===== src/rtl/vga_draw_arbiter_pkg.sv =====
// Shared definitions for the rectangle-drawing arbiter: FSM state encodings,
// default screen dimensions and a small index helper.
package vga_draw_arbiter_pkg;

  typedef enum logic [1:0] {
    ST_IDLE = 2'd0,
    ST_DRAW = 2'd1,
    ST_DONE = 2'd2
  } state_e;

  localparam int SCREEN_X_MAX = 160;
  localparam int SCREEN_Y_MAX = 120;

  // Next requester index after v, wrapping from n-1 back to 0.
  function automatic int wrap_inc(input int v, input int n);
    return (v + 1 >= n) ? 0 : v + 1;
  endfunction

endpackage


===== src/rtl/vga_draw_arbiter_rr_arbiter.sv =====
// Combinational round-robin selector: the first asserted request found when
// scanning upward from ptr (wrapping) wins.
module rr_arbiter #(
  parameter int N  = 3,
  parameter int IW = 2
) (
  input  logic [N-1:0]  req,
  input  logic [IW-1:0] ptr,
  output logic [N-1:0]  grant,
  output logic [IW-1:0] idx
);

  logic found;

  // Scan offsets 0..N-1 from ptr and take the first requester that is high.
  always_comb begin
    grant = '0;
    idx   = '0;
    found = 1'b0;
    for (int k = 0; k < N; k++) begin
      for (int j = 0; j < N; j++) begin
        if (!found && req[j] && (((int'(ptr) + k) % N) == j)) begin
          found    = 1'b1;
          grant[j] = 1'b1;
          idx      = IW'(j);
        end
      end
    end
  end

endmodule


===== src/rtl/vga_draw_arbiter.sv =====
// Arbitrates several rectangle-fill requesters onto a single VGA adapter write
// port. The winner's rectangle is latched at grant time and drawn one pixel per
// cycle in raster order; off-screen pixels still take their cycle but are not
// plotted.
module vga_draw_arbiter
  import vga_draw_arbiter_pkg::*;
#(
  parameter int NUM_REQ = 3,
  parameter int X_MAX   = SCREEN_X_MAX,
  parameter int Y_MAX   = SCREEN_Y_MAX
) (
  input  logic                  CLOCK_50,
  input  logic                  resetn,
  input  logic [NUM_REQ-1:0]    req,
  input  logic [NUM_REQ*8-1:0]  rect_x,
  input  logic [NUM_REQ*7-1:0]  rect_y,
  input  logic [NUM_REQ*8-1:0]  rect_w,
  input  logic [NUM_REQ*7-1:0]  rect_h,
  input  logic [NUM_REQ*24-1:0] rect_color,
  output logic [NUM_REQ-1:0]    done,
  output logic                  busy,
  output logic [7:0]            VGA_X,
  output logic [6:0]            VGA_Y,
  output logic [23:0]           VGA_COLOR,
  output logic                  plot
);

  localparam int IW = (NUM_REQ > 1) ? $clog2(NUM_REQ) : 1;
  localparam logic [8:0] XLIM = 9'(X_MAX);
  localparam logic [7:0] YLIM = 8'(Y_MAX);

  state_e state_q, state_d;
  logic [IW-1:0] ptr_q, ptr_d, gidx_q, gidx_d;
  logic [7:0] x0_q, x0_d, w_q, w_d, cx_q, cx_d, vx_q, vx_d;
  logic [6:0] y0_q, y0_d, h_q, h_d, cy_q, cy_d, vy_q, vy_d;
  logic [23:0] col_q, col_d, vc_q, vc_d;
  logic [NUM_REQ-1:0] done_q, done_d;
  logic busy_q, busy_d, plot_q, plot_d;

  logic [NUM_REQ-1:0] arb_grant;
  logic [IW-1:0] arb_idx;
  logic [7:0] win_x, win_w, bx;
  logic [6:0] win_y, win_h, by;
  logic [23:0] win_c, bc;
  logic [8:0] sx;
  logic [7:0] sy;
  logic emit;

  rr_arbiter #(.N(NUM_REQ), .IW(IW)) u_rr (
    .req   (req),
    .ptr   (ptr_q),
    .grant (arb_grant),
    .idx   (arb_idx)
  );

  // Pick out the rectangle parameters belonging to the arbitration winner.
  always_comb begin
    win_x = '0;
    win_y = '0;
    win_w = '0;
    win_h = '0;
    win_c = '0;
    for (int i = 0; i < NUM_REQ; i++) begin
      if (arb_idx == IW'(i)) begin
        win_x = rect_x[8*i +: 8];
        win_y = rect_y[7*i +: 7];
        win_w = rect_w[8*i +: 8];
        win_h = rect_h[7*i +: 7];
        win_c = rect_color[24*i +: 24];
      end
    end
  end

  // FSM next state plus the registered pixel for the upcoming cycle.
  always_comb begin
    state_d = state_q;
    ptr_d   = ptr_q;
    gidx_d  = gidx_q;
    x0_d    = x0_q;
    y0_d    = y0_q;
    w_d     = w_q;
    h_d     = h_q;
    col_d   = col_q;
    cx_d    = cx_q;
    cy_d    = cy_q;
    vx_d    = vx_q;
    vy_d    = vy_q;
    vc_d    = vc_q;
    done_d  = '0;
    busy_d  = 1'b0;
    plot_d  = 1'b0;
    emit    = 1'b0;
    bx      = x0_q;
    by      = y0_q;
    bc      = col_q;
    case (state_q)
      ST_IDLE: begin
        if (|req) begin
          gidx_d = arb_idx;
          x0_d   = win_x;
          y0_d   = win_y;
          w_d    = win_w;
          h_d    = win_h;
          col_d  = win_c;
          cx_d   = '0;
          cy_d   = '0;
          busy_d = 1'b1;
          if (win_w == 8'd0 || win_h == 7'd0) begin
            state_d = ST_DONE;
            done_d  = arb_grant;
          end else begin
            state_d = ST_DRAW;
            emit    = 1'b1;
            bx      = win_x;
            by      = win_y;
            bc      = win_c;
          end
        end
      end
      ST_DRAW: begin
        busy_d = 1'b1;
        if (cx_q == w_q - 8'd1) begin
          cx_d = '0;
          if (cy_q == h_q - 7'd1) begin
            state_d = ST_DONE;
            for (int i = 0; i < NUM_REQ; i++) begin
              done_d[i] = (gidx_q == IW'(i));
            end
          end else begin
            cy_d = cy_q + 7'd1;
            emit = 1'b1;
          end
        end else begin
          cx_d = cx_q + 8'd1;
          emit = 1'b1;
        end
      end
      ST_DONE: begin
        state_d = ST_IDLE;
        ptr_d   = IW'(wrap_inc(int'(gidx_q), NUM_REQ));
      end
      default: state_d = ST_IDLE;
    endcase
    sx = {1'b0, bx} + {1'b0, cx_d};
    sy = {1'b0, by} + {1'b0, cy_d};
    if (emit && (sx < XLIM) && (sy < YLIM)) begin
      plot_d = 1'b1;
      vx_d   = sx[7:0];
      vy_d   = sy[6:0];
      vc_d   = bc;
    end
  end

  // State and output registers; reset abandons any rectangle in progress.
  always_ff @(posedge CLOCK_50 or negedge resetn) begin
    if (!resetn) begin
      state_q <= ST_IDLE;
      ptr_q   <= '0;
      gidx_q  <= '0;
      x0_q    <= '0;
      y0_q    <= '0;
      w_q     <= '0;
      h_q     <= '0;
      col_q   <= '0;
      cx_q    <= '0;
      cy_q    <= '0;
      vx_q    <= '0;
      vy_q    <= '0;
      vc_q    <= '0;
      done_q  <= '0;
      busy_q  <= 1'b0;
      plot_q  <= 1'b0;
    end else begin
      state_q <= state_d;
      ptr_q   <= ptr_d;
      gidx_q  <= gidx_d;
      x0_q    <= x0_d;
      y0_q    <= y0_d;
      w_q     <= w_d;
      h_q     <= h_d;
      col_q   <= col_d;
      cx_q    <= cx_d;
      cy_q    <= cy_d;
      vx_q    <= vx_d;
      vy_q    <= vy_d;
      vc_q    <= vc_d;
      done_q  <= done_d;
      busy_q  <= busy_d;
      plot_q  <= plot_d;
    end
  end

  assign done      = done_q;
  assign busy      = busy_q;
  assign plot      = plot_q;
  assign VGA_X     = vx_q;
  assign VGA_Y     = vy_q;
  assign VGA_COLOR = vc_q;

endmodule


===== config.mk =====
export PLATFORM = sky130hd
export DESIGN_NAME = vga_draw_arbiter
export DESIGN_NICKNAME = d
export VERILOG_FILES = /design/src/rtl/vga_draw_arbiter_pkg.sv /design/src/rtl/vga_draw_arbiter_rr_arbiter.sv /design/src/rtl/vga_draw_arbiter.sv
export SDC_FILE = /design/constraint.sdc
export NUM_CORES = 1
export LEC_CHECK = 0
export BUFFER_PORTS_ARGS = -buffer_cell sky130_fd_sc_hd__buf_2
export CAP_MARGIN = 20
export CELL_PAD_IN_SITES_DETAIL_PLACEMENT = 1
export CELL_PAD_IN_SITES_GLOBAL_PLACEMENT = 2
export CORE_MARGIN = 1.5
export CORE_UTILIZATION = 30
export CTS_CLUSTER_DIAMETER = 60
export DETAILED_ROUTE_END_ITERATION = 8
export GPL_TIMING_DRIVEN = 0
export PLACE_DENSITY = 0.86
export SYNTH_ARGS = -nofsm -noshare
export SYNTH_HDL_FRONTEND = slang
export SYNTH_SLANG_ARGS = --single-unit

===== constraint.sdc =====
create_clock -name CLOCK_50 -period 7.92 [get_ports CLOCK_50]
set_clock_uncertainty 0.2 [all_clocks]
set_input_delay 2.376 -clock CLOCK_50 [delete_from_list [all_inputs] [get_ports CLOCK_50]]
set_output_delay 2.376 -clock CLOCK_50 [all_outputs]
set_load 0.1 [all_outputs]

==> flow_summary.yaml, run 1 <==
logic_synthesis:
  synthTopCellsByCount: "177 x nand2_1, 119 x dfrtp_1, 67 x nor2_1"
  async_flop_share: 1.00
  synth-seq-area-share: 0.415
  synth_area_leaders: "dfrtp_1 42%, nand2_1 9.3%, ha_1 3.7%"
  synth_edf_count: 0
  synth.distinct_cells: 65
  ys_seq_elements: 119
  synth_most_common_cell: "nand2_1"
  synth_fp_nets: 1008
  syn_area_um2: 7170
  yosys_warnings: 0
  synth_area_leader_cell: "dfrtp_1"
  dominantRegCellSynth: "dfrtp_1"
  synth_area_per_cell_um2: 8.76
  synth_top_area_frac: 0.415
  postSynthCellCount: 818
clock_network:
  cts_buffers: 17
  clock_sinks: 119
  cts.clk_slew.worst_paths_ns: 0.06
  htreeDepth: 4
  cts_buffer_depth: 2
  cts_tree: "done"
  clock_latency_ns: 0.43
  cts.hold.buffers_added: 0
  cts_root_buffer: "clkbuf_16"
place:
  io_buffer_count: 210
  place_ws_ns: -1.35
  dp.cells: 1348
  placed_area_um2: 8660
  place.gp.congestion: 0.873
  dpl.hpwl_um: 21500
global_route:
  grt_start_max_net_pins: 63
  grtUsageTotal: 0.235
  antenna_found_initial: 3
  overflow: 0
  grt_pass1_wl_um: 43500
  grt_pass1_vias: 7700
sta:
  period_share: 0.972
  period_needed_ns: 7.70
  tns_ns: 0
  drv_slew: 0
  worst_pin_slew_ns: 1.03
  setup_slack_ns: 0.221
  slew_headroom: 0.311
  fmax_ghz: 0.130
  final-setup-viol-count: 0
  hold_ws_ns: 0.272
  hold_viol_final: 0
layout:
  fill_cells: 2869
  fin_cells: 1385
  multiInputGateArea_um2: 4030
  area_delta_synth_final_pct: 31.7
  utilization: 0.402
  final_nets: 1244
  layout-drive-gt1-share: 0.284
  final_area_um2: 9440
  diodes: 0
  seq_area_um2: 2980
die:
  coreArea_um2: 23500
  chipWidth_um: 158
  rows: 56
  ios: 211
  die_area_um2: 24800
  die_h_um: 158
  start_util: 0.305
power_and_ir_drop:
  p_switching_mw: 2.75
  leakage_nw: 4.46
  sw_frac_of_total: 0.531
  p_clk_frac: 0.154
  power_mw: 5.18
  internal_power_mw: 2.43
  power_frac_seq: 0.211
  worst_ir_drop_vdd_mv: 0.205
  power.density_nw_per_um2: 548
  pwr-share-comb: 0.635
drt:
  routed_wl_um: 28100
  drc: 0
  dr.pass1.iters: 4
  ant_nets: 0
  first_iter_violations: 334
  routed_via_density: 5.20
  vias: 7204
  wl_per_cell_um: 20.3
setup_path:
  cp_max_fo: 10
  r2r_slack_ns: 1.41
  startpoint: "req[1]"
  worstReg2RegEnd: "VGA_COLOR[23]"
  crit_end: "VGA_COLOR[23]"
  critPathKind: "in2reg"
  cp-start-kind: "input port"
  critPathRequiredTime_ns: 8.03
  critPathCaptureType: "flop"
  r2r-start: "ptr_q[0]"
  crit_arrival_ns: 7.81
  ff2ff_path_depth: 22
run_status:
  outcome: "complete, no violations"
worst_hold_path:
  hold_class: "reg2reg"
  whs_path_depth: 2
run:
  maxCapViolCount: 0
power groups by stage:
stage / combinational, mW / clock, mW / sequential [mW]
2_1_floorplan: 1.59 / 0 / 1.82
3_3_place_gp: 3.12 / 0 / 1.08
3_5_place_dp: 3.20 / 0 / 1.10
4_1_cts: 3.26 / 0.812 / 1.09
5_1_grt: 3.54 / 0.834 / 1.13
6_report: 3.29 / 0.800 / 1.09
area by class of cell:
type                    count  share of cell area
flip-flops and latches    119               0.315
multi-input cells         627               0.427
plain buffers              45              0.0221
clock buffers              22              0.0492
inverters                  26              0.0103
well taps                 319              0.0423
clock inverters             9              0.0132
repair buffers            218               0.120
registers in the layout, summed over array words and instances (netlist names), 3 cells and up:
| register | flops |
|---|---|
| col_q | 24 |
| cy_q | 7 |
| x0_q | 8 |
| cx_q | 8 |
| w_q | 8 |
| done | 3 |
| y0_q | 7 |
| VGA_X | 8 |
| h_q | 7 |
| VGA_COLOR | 24 |
| VGA_Y | 7 |
worst min path at each step:
stage / from / to
floorplan: x0_q[0] / x0_q[0]
global placement: x0_q[2] / x0_q[2]
detailed placement: x0_q[2] / x0_q[2]
CTS: x0_q[2] / x0_q[2]
global route: VGA_Y[2] / VGA_Y[2]
finish: x0_q[2] / x0_q[2]
logic make-up after synthesis:
| kind of cell | count (synthesis) | share of synthesized area |
|---|---|---|
| and+or+nand+nor | 312 | 0.187 |
| muxes | 39 | 0.0592 |
| xor gates and xnor gates | 31 | 0.0379 |
| buffers and inverters | 72 | 0.0407 |
| DFF | 119 | 0.415 |
| adders and majority gates | 23 | 0.0422 |
| AOI/OAI and AO/OA | 222 | 0.218 |
metal layers:
metal  vias to the layer above  track usage  wire [um]
met2                       189        0.407      14000
met3                        30       0.0485       1400
met4                         6       0.0809        548
met5                         -            0         37
met1                      3577        0.290      12100
li1                       3402            -          -
cells in the final DEF (no fill, tap or decap), types with 21 or more instances in the layout:
cell / instances
a31oi_1: 35
a22oi_1: 25
o21ai_0: 35
nand2_1: 175
dfrtp_1: 119
ha_1: 21
clkbuf_1: 28
a21oi_1: 32
inv_1: 26
nor2_1: 66
xnor2_1: 21
buf_2: 212
timing repair:
item	CTS	global route
setup endpoints to repair	40	38
gates resized for setup	19	21
buffers inserted	1	6
pin swaps	1	6
worst max-delay path, cell delays in order:
cell	delay, ns
buf_2	0.15
and2_1	0.23
a32o_2	0.28
clkbuf_4	0.22
a22oi_1	0.22
o21ai_2	0.14
or4_4	0.55
o21ai_4	0.18
nor2_4	0.10
mux2_4	0.37
ha_1	0.22
fa_2	0.37
a211oi_2	0.28
nor2_1	0.09
xor2_1	0.15
and2_1	0.17
a311o_2	0.46
or3_1	0.41
o22a_1	0.25
buf_4	0.22
a221o_1	0.36
(Power assumes the default switching activity.)
==> run 2: changes to the inputs <==
--- a/config.mk
+++ b/config.mk
@@ -5,16 +5,17 @@
 export SDC_FILE = /design/constraint.sdc
 export NUM_CORES = 1
 export LEC_CHECK = 0
+export ABC_AREA = 1
 export BUFFER_PORTS_ARGS = -buffer_cell sky130_fd_sc_hd__buf_2
 export CAP_MARGIN = 20
 export CELL_PAD_IN_SITES_DETAIL_PLACEMENT = 1
 export CELL_PAD_IN_SITES_GLOBAL_PLACEMENT = 2
 export CORE_MARGIN = 1.5
-export CORE_UTILIZATION = 30
+export CORE_UTILIZATION = 29
 export CTS_CLUSTER_DIAMETER = 60
 export DETAILED_ROUTE_END_ITERATION = 8
 export GPL_TIMING_DRIVEN = 0
-export PLACE_DENSITY = 0.86
+export PLACE_DENSITY = 0.88
 export SYNTH_ARGS = -nofsm -noshare
 export SYNTH_HDL_FRONTEND = slang
 export SYNTH_SLANG_ARGS = --single-unit
==> run 2 against run 1 <==
Compared with the run above: hold slack lost 0.010 ns; setup slack gained 0.29 ns; utilization shrank 2.1 points; via count grew 7.2%; routed wire length shrank 5.4%; sequential share of layout area shrank 0.40 points; die area grew 6.9%; critical path depth grew 12; synthesized cell count grew 28%; final cell count grew 17%; clock-buffer cell count shrank 1; critical path type unchanged; highest routed layer is now met4.
==> flow_summary.yaml, run 2 <==
setup_path:
  critPathRequiredTime_ns: 8.02
  critPathCaptureType: "flop"
  cp-start-kind: "input port"
  ff2ff_path_depth: 34
  crit_arrival_ns: 7.51
  critPathKind: "in2reg"
  slowest_delay_ns: 0.37
  crit_slowest_cell: "ha_1"
  cp_max_fo: 10
  cpMostUsedCell: "nand2_1"
logic_synthesis:
  synth-seq-area-share: 0.402
  synth_compound_area_frac: 0.0820
  synthTopCellsByCount: "440 x nand2_1, 119 x dfrtp_1, 82 x nand3_1"
  synthXorXnorAreaFrac: 0.0425
  ys_seq_elements: 119
  synth_fa_ha_area_frac: 0.0408
  synth-simple-area-share: 0.360
  postSynthCellCount: 1045
  muxShareOfSynthArea: 0.00270
  yosys_warnings: 0
  syn_area_um2: 7420
  synth_top_area_frac: 0.402
  async_flop_share: 1.00
  synth_fp_nets: 1235
  synth_area_per_cell_um2: 7.10
  dominantRegCellSynth: "dfrtp_1"
  synth_top_family_by_area: "simple AND/OR/NAND/NOR gates"
  synth_most_common_cell: "nand2_1"
  synth_area_leader_cell: "dfrtp_1"
  synth.distinct_cells: 39
  synth_edf_count: 0
  synth_area_leaders: "dfrtp_1 40%, nand2_1 22%, nand3_1 5.5%"
sta:
  fmax_ghz: 0.135
  setup_slack_ns: 0.512
  period_share: 0.935
  final-setup-viol-count: 0
  period_needed_ns: 7.41
  slew_headroom: 0.555
  rsz0062_at_grt: "false"
  tns_ns: 0
  hold_viol_final: 0
  worst_pin_slew_ns: 0.667
  drv_slew: 0
global_route:
  grt_start_max_net_pins: 95
  overflow: 0
  antenna_found_initial: 0
  grt_pass1_wl_um: 43100
  grt_pass1_vias: 8149
  grtUsageTotal: 0.209
drt:
  dr.pass1.iters: 4
  first_iter_violations: 430
  vias: 7720
  routed_via_density: 4.77
  wl_met1_um: 12000
  route.met2.wl_um: 13100
  routed_wl_um: 26600
  wl_per_cell_um: 16.4
  drc: 0
  wl_met3_um: 1070
  top_layer: "met4"
  ant_nets: 0
clock_network:
  cts.clk_slew.worst_paths_ns: 0.06
  cts_buffer_depth: 2
  clock_sinks: 119
  cts_tree: "done"
  postCtsSetupBuffers: 0
  cts_buffers: 17
  cts_root_buffer: "clkbuf_16"
  htreeDepth: 4
  clock_latency_ns: 0.43
layout:
  final_nets: 1464
  diodes: 0
  final_common_cell: "nand2_1"
  layout_common_cells: "439 x nand2_1, 218 x buf_2, 119 x dfrtp_1, 82 x nand3_1, 72 x inv_1"
  area_delta_synth_final_pct: 29.0
  layout-drive-gt1-share: 0.221
place:
  dpl.hpwl_um: 20600
  io_buffer_count: 210
  place_ws_ns: -0.617
  place.gp.congestion: 0.789
worst_hold_path:
  hold_class: "reg2reg"
  whs_path_depth: 2
die:
  die_h_um: 163
  chipWidth_um: 163
  ios: 211
  die_area_um2: 26500
  rows: 58
  coreArea_um2: 25100
  start_util: 0.295
run:
  maxCapViolCount: 0
run_status:
  outcome: "complete, no violations"
-- run 2: logic make-up after synthesis --
| family | count (synthesis) |
|---|---|
| AOI/OAI and AO/OA | 106 |
| DFF | 119 |
| muxes | 2 |
| xor gates and xnor gates | 36 |
| adders and majority gates | 23 |
| and+or+nand+nor | 633 |
| buffers and inverters | 126 |
-- run 2: metal layers --
layer,vias to the layer above,track usage
li1,3833,-
met4,0,0.0525
met5,-,0
met3,23,0.0357
met2,159,0.354
met1,3705,0.275
-- run 2: cell type report --
class / count / area, um^2
repair buffers: 211 / 1080
plain buffers: 48 / 231
clock inverters: 11 / 173
inverters: 77 / 289
well taps: 330 / 413
clock buffers: 21 / 460
fillers: 3288 / 15500
multi-input cells: 800 / 3940
flip-flops and latches: 119 / 2980
-- run 2: final timing paths --
kind                       slack [ns]       endpoint      from
max                              0.51       VGA_Y[5]    req[1]
min                              0.26       VGA_Y[3]  VGA_Y[3]
max reg2reg                      1.86       VGA_Y[5]  ptr_q[0]
min reg2reg                      0.26       VGA_Y[3]  VGA_Y[3]
max in group asynchronous        5.15      gidx_q[0]    resetn
min in group asynchronous        1.62  VGA_COLOR[20]    resetn
-- run 2: timing repair --
action | CTS | global route
hold buffers | 0 | 0
resized for setup | 2 | 8
endpoints found under the setup margin | 35 | 40
hold endpoints to repair | 0 | 0
-- run 2: worst max-delay path, delay by kind of cell --
family | cells | cell delay (ns)
compound gates | 6 | 0.84
xor+xnor | 1 | 0.13
fa+ha+maj | 1 | 0.37
buf+inv | 7 | 1.34
simple gates | 18 | 2.42
-- run 2: through the flow --
stage | area (um^2) | cells | hold slack (ns) | util
after detailed placement | 8910 | 1586 | 0.254 | 0.355
after floorplan | 7420 | 1045 | 0.249 | -
after CTS | 9550 | 1617 | 0.268 | 0.380
after global placement | 8880 | 1585 | 0.251 | 0.354
final | 9560 | 1617 | 0.262 | 0.381
after global routing | 9560 | 1617 | 0.294 | 0.381
Power of run 2 is left out: the tool's default activity adds up to more than one toggle a clock period on the data nets, which glitch-free logic cannot reach.
==> run 3: changes to the inputs <==
--- a/config.mk
+++ b/config.mk
@@ -16,6 +16,7 @@
 export DETAILED_ROUTE_END_ITERATION = 8
 export GPL_TIMING_DRIVEN = 0
 export PLACE_DENSITY = 0.88
+export RECOVER_POWER = 100
 export SYNTH_ARGS = -nofsm -noshare
 export SYNTH_HDL_FRONTEND = slang
 export SYNTH_SLANG_ARGS = --single-unit
==> run 3 against run 2 <==
Compared with the run above: register-to-register slack got worse by 0.06 ns; final cell count did not move; the flow now finishes with violations (capacitance limit, slew limit); via count rose by 0.39%; largest cell class unchanged; critical path depth did not move; routed wire length rose by 0.50%; first-iteration DRC count rose by 5.6%.
==> flow_summary.yaml, run 3 (synthesis gave the netlist of run 2 again) <==
run_status:
  outcome: "finished, violations left"
  violations: "capacitance limit, slew limit"
drt:
  routed_via_density: 4.79
  wl_met1_um: 12300
  routed_wl_um: 26700
  first_iter_violations: 454
  route.met2.wl_um: 13000
  wl_per_cell_um: 16.5
  dr.pass1.iters: 4
  drc: 0
  ant_nets: 0
  top_layer: "met4"
  wl_met3_um: 898
  vias: 7750
clock_network:
  htreeDepth: 4
  cts.clk_slew.worst_paths_ns: 0.06
  cts_root_buffer: "clkbuf_16"
  cts.hold.buffers_added: 0
  clock_sinks: 119
  cts_tree: "done"
  cts_buffers: 17
  cts_buffer_depth: 2
  clock_latency_ns: 0.43
sta:
  drv_slew: 95
  final-setup-viol-count: 0
  setup_slack_ns: 0.453
  period_needed_ns: 7.47
  slew_headroom: -0.657
  period_share: 0.943
  hold_viol_final: 0
  rsz0062_at_grt: "false"
  fmax_ghz: 0.134
  worst_pin_slew_ns: 2.49
  hold_ws_ns: 0.267
  tns_ns: 0
die:
  start_util: 0.295
  chipWidth_um: 163
  coreArea_um2: 25100
  rows: 58
  die_area_um2: 26500
  ios: 211
  die_h_um: 163
layout:
  layout-drive-gt1-share: 0.183
  fin_cells: 1617
  final_common_cell: "nand2_1"
  fill_cells: 3305
  final_nets: 1464
  diodes: 0
  layout_common_cells: "439 x nand2_1, 173 x buf_2, 119 x dfrtp_1, 82 x nand3_1, 73 x inv_1"
  area_delta_synth_final_pct: 27.7
setup_path:
  r2r_slack_ns: 1.80
  critPathCaptureType: "flop"
  cp_max_fo: 10
  crit_buf_inv: 7
  cpMostUsedCell: "nand2_1"
  worstReg2RegEnd: "VGA_Y[5]"
  path_delay_family: "simple AND/OR/NAND/NOR gates"
  crit_slowest_cell: "ha_1"
  critPathRequiredTime_ns: 8.03
  r2r-start: "ptr_q[0]"
  crit_arrival_ns: 7.57
  cp-start-kind: "input port"
  ff2ff_path_depth: 34
  slowest_delay_ns: 0.37
  critPathKind: "in2reg"
global_route:
  grt_pass1_wl_um: 43100
  overflow: 0
  grt_start_max_net_pins: 95
  grtUsageTotal: 0.209
  grt_pass1_vias: 8149
  antenna_found_initial: 0
worst_hold_path:
  whs_path_depth: 2
  min_to: "VGA_Y[3]"
  hp-start: "VGA_Y[3]"
  hold_class: "reg2reg"
place:
  place.gp.congestion: 0.789
  dpl.hpwl_um: 20600
  place_ws_ns: -0.617
  dp.cells: 1586
  io_buffer_count: 210
run:
  maxCapViolCount: 1
[run 3: worst max-delay path by stage]
stage                 from  endpoint  slack (ns)  cells after the start
global route        req[1]  VGA_Y[5]        0.01                     33
detailed placement  req[1]  VGA_Y[5]       -0.62                     28
CTS                 req[1]  VGA_Y[5]        0.01                     31
finish              req[1]  VGA_Y[5]        0.45                     33
global placement    req[1]  VGA_Y[5]       -0.46                     28
floorplan           req[1]  VGA_X[0]        1.18                     33
[run 3: per-stage QoR]
step | utilization | area [um^2]
floorplan | - | 7420
global placement | 0.354 | 8880
detailed placement | 0.355 | 8910
CTS | 0.380 | 9550
global route | 0.377 | 9470
finish | 0.377 | 9470
[run 3: area by class of cell]
| class | count | area [um^2] | share of cell area |
|---|---|---|---|
| multi-input cells | 800 | 3930 | 0.415 |
| flip-flops and latches | 119 | 2980 | 0.314 |
| repair buffers | 211 | 1000 | 0.106 |
| clock buffers | 21 | 460 | 0.0486 |
| well taps | 330 | 413 | 0.0436 |
| inverters | 77 | 289 | 0.0305 |
| plain buffers | 48 | 230 | 0.0243 |
| clock inverters | 11 | 173 | 0.0182 |
[run 3: metal layers]
layer | vias up | GRT usage
met1 | 3743 | 0.275
met2 | 146 | 0.354
li1 | 3836 | -
met5 | - | 0
met4 | 0 | 0.0525
met3 | 25 | 0.0357
[run 3: worst register-to-register path: cells and delay by family, from the launching register on]
family	cells	cell delay (ns)
DFF	1	0.35
adders and majority gates	2	0.72
xor gates and xnor gates	1	0.13
AOI/OAI and AO/OA	5	0.76
and+or+nand+nor	19	2.54
buffers and inverters	7	1.29
[run 3: what timing repair did]
action | in CTS | in global routing
gates resized for setup | 2 | 8
setup buffers | 0 | 0
cloned | 0 | 0
setup endpoints to repair | 35 | 40
Power of run 3 is left out for the same reason.
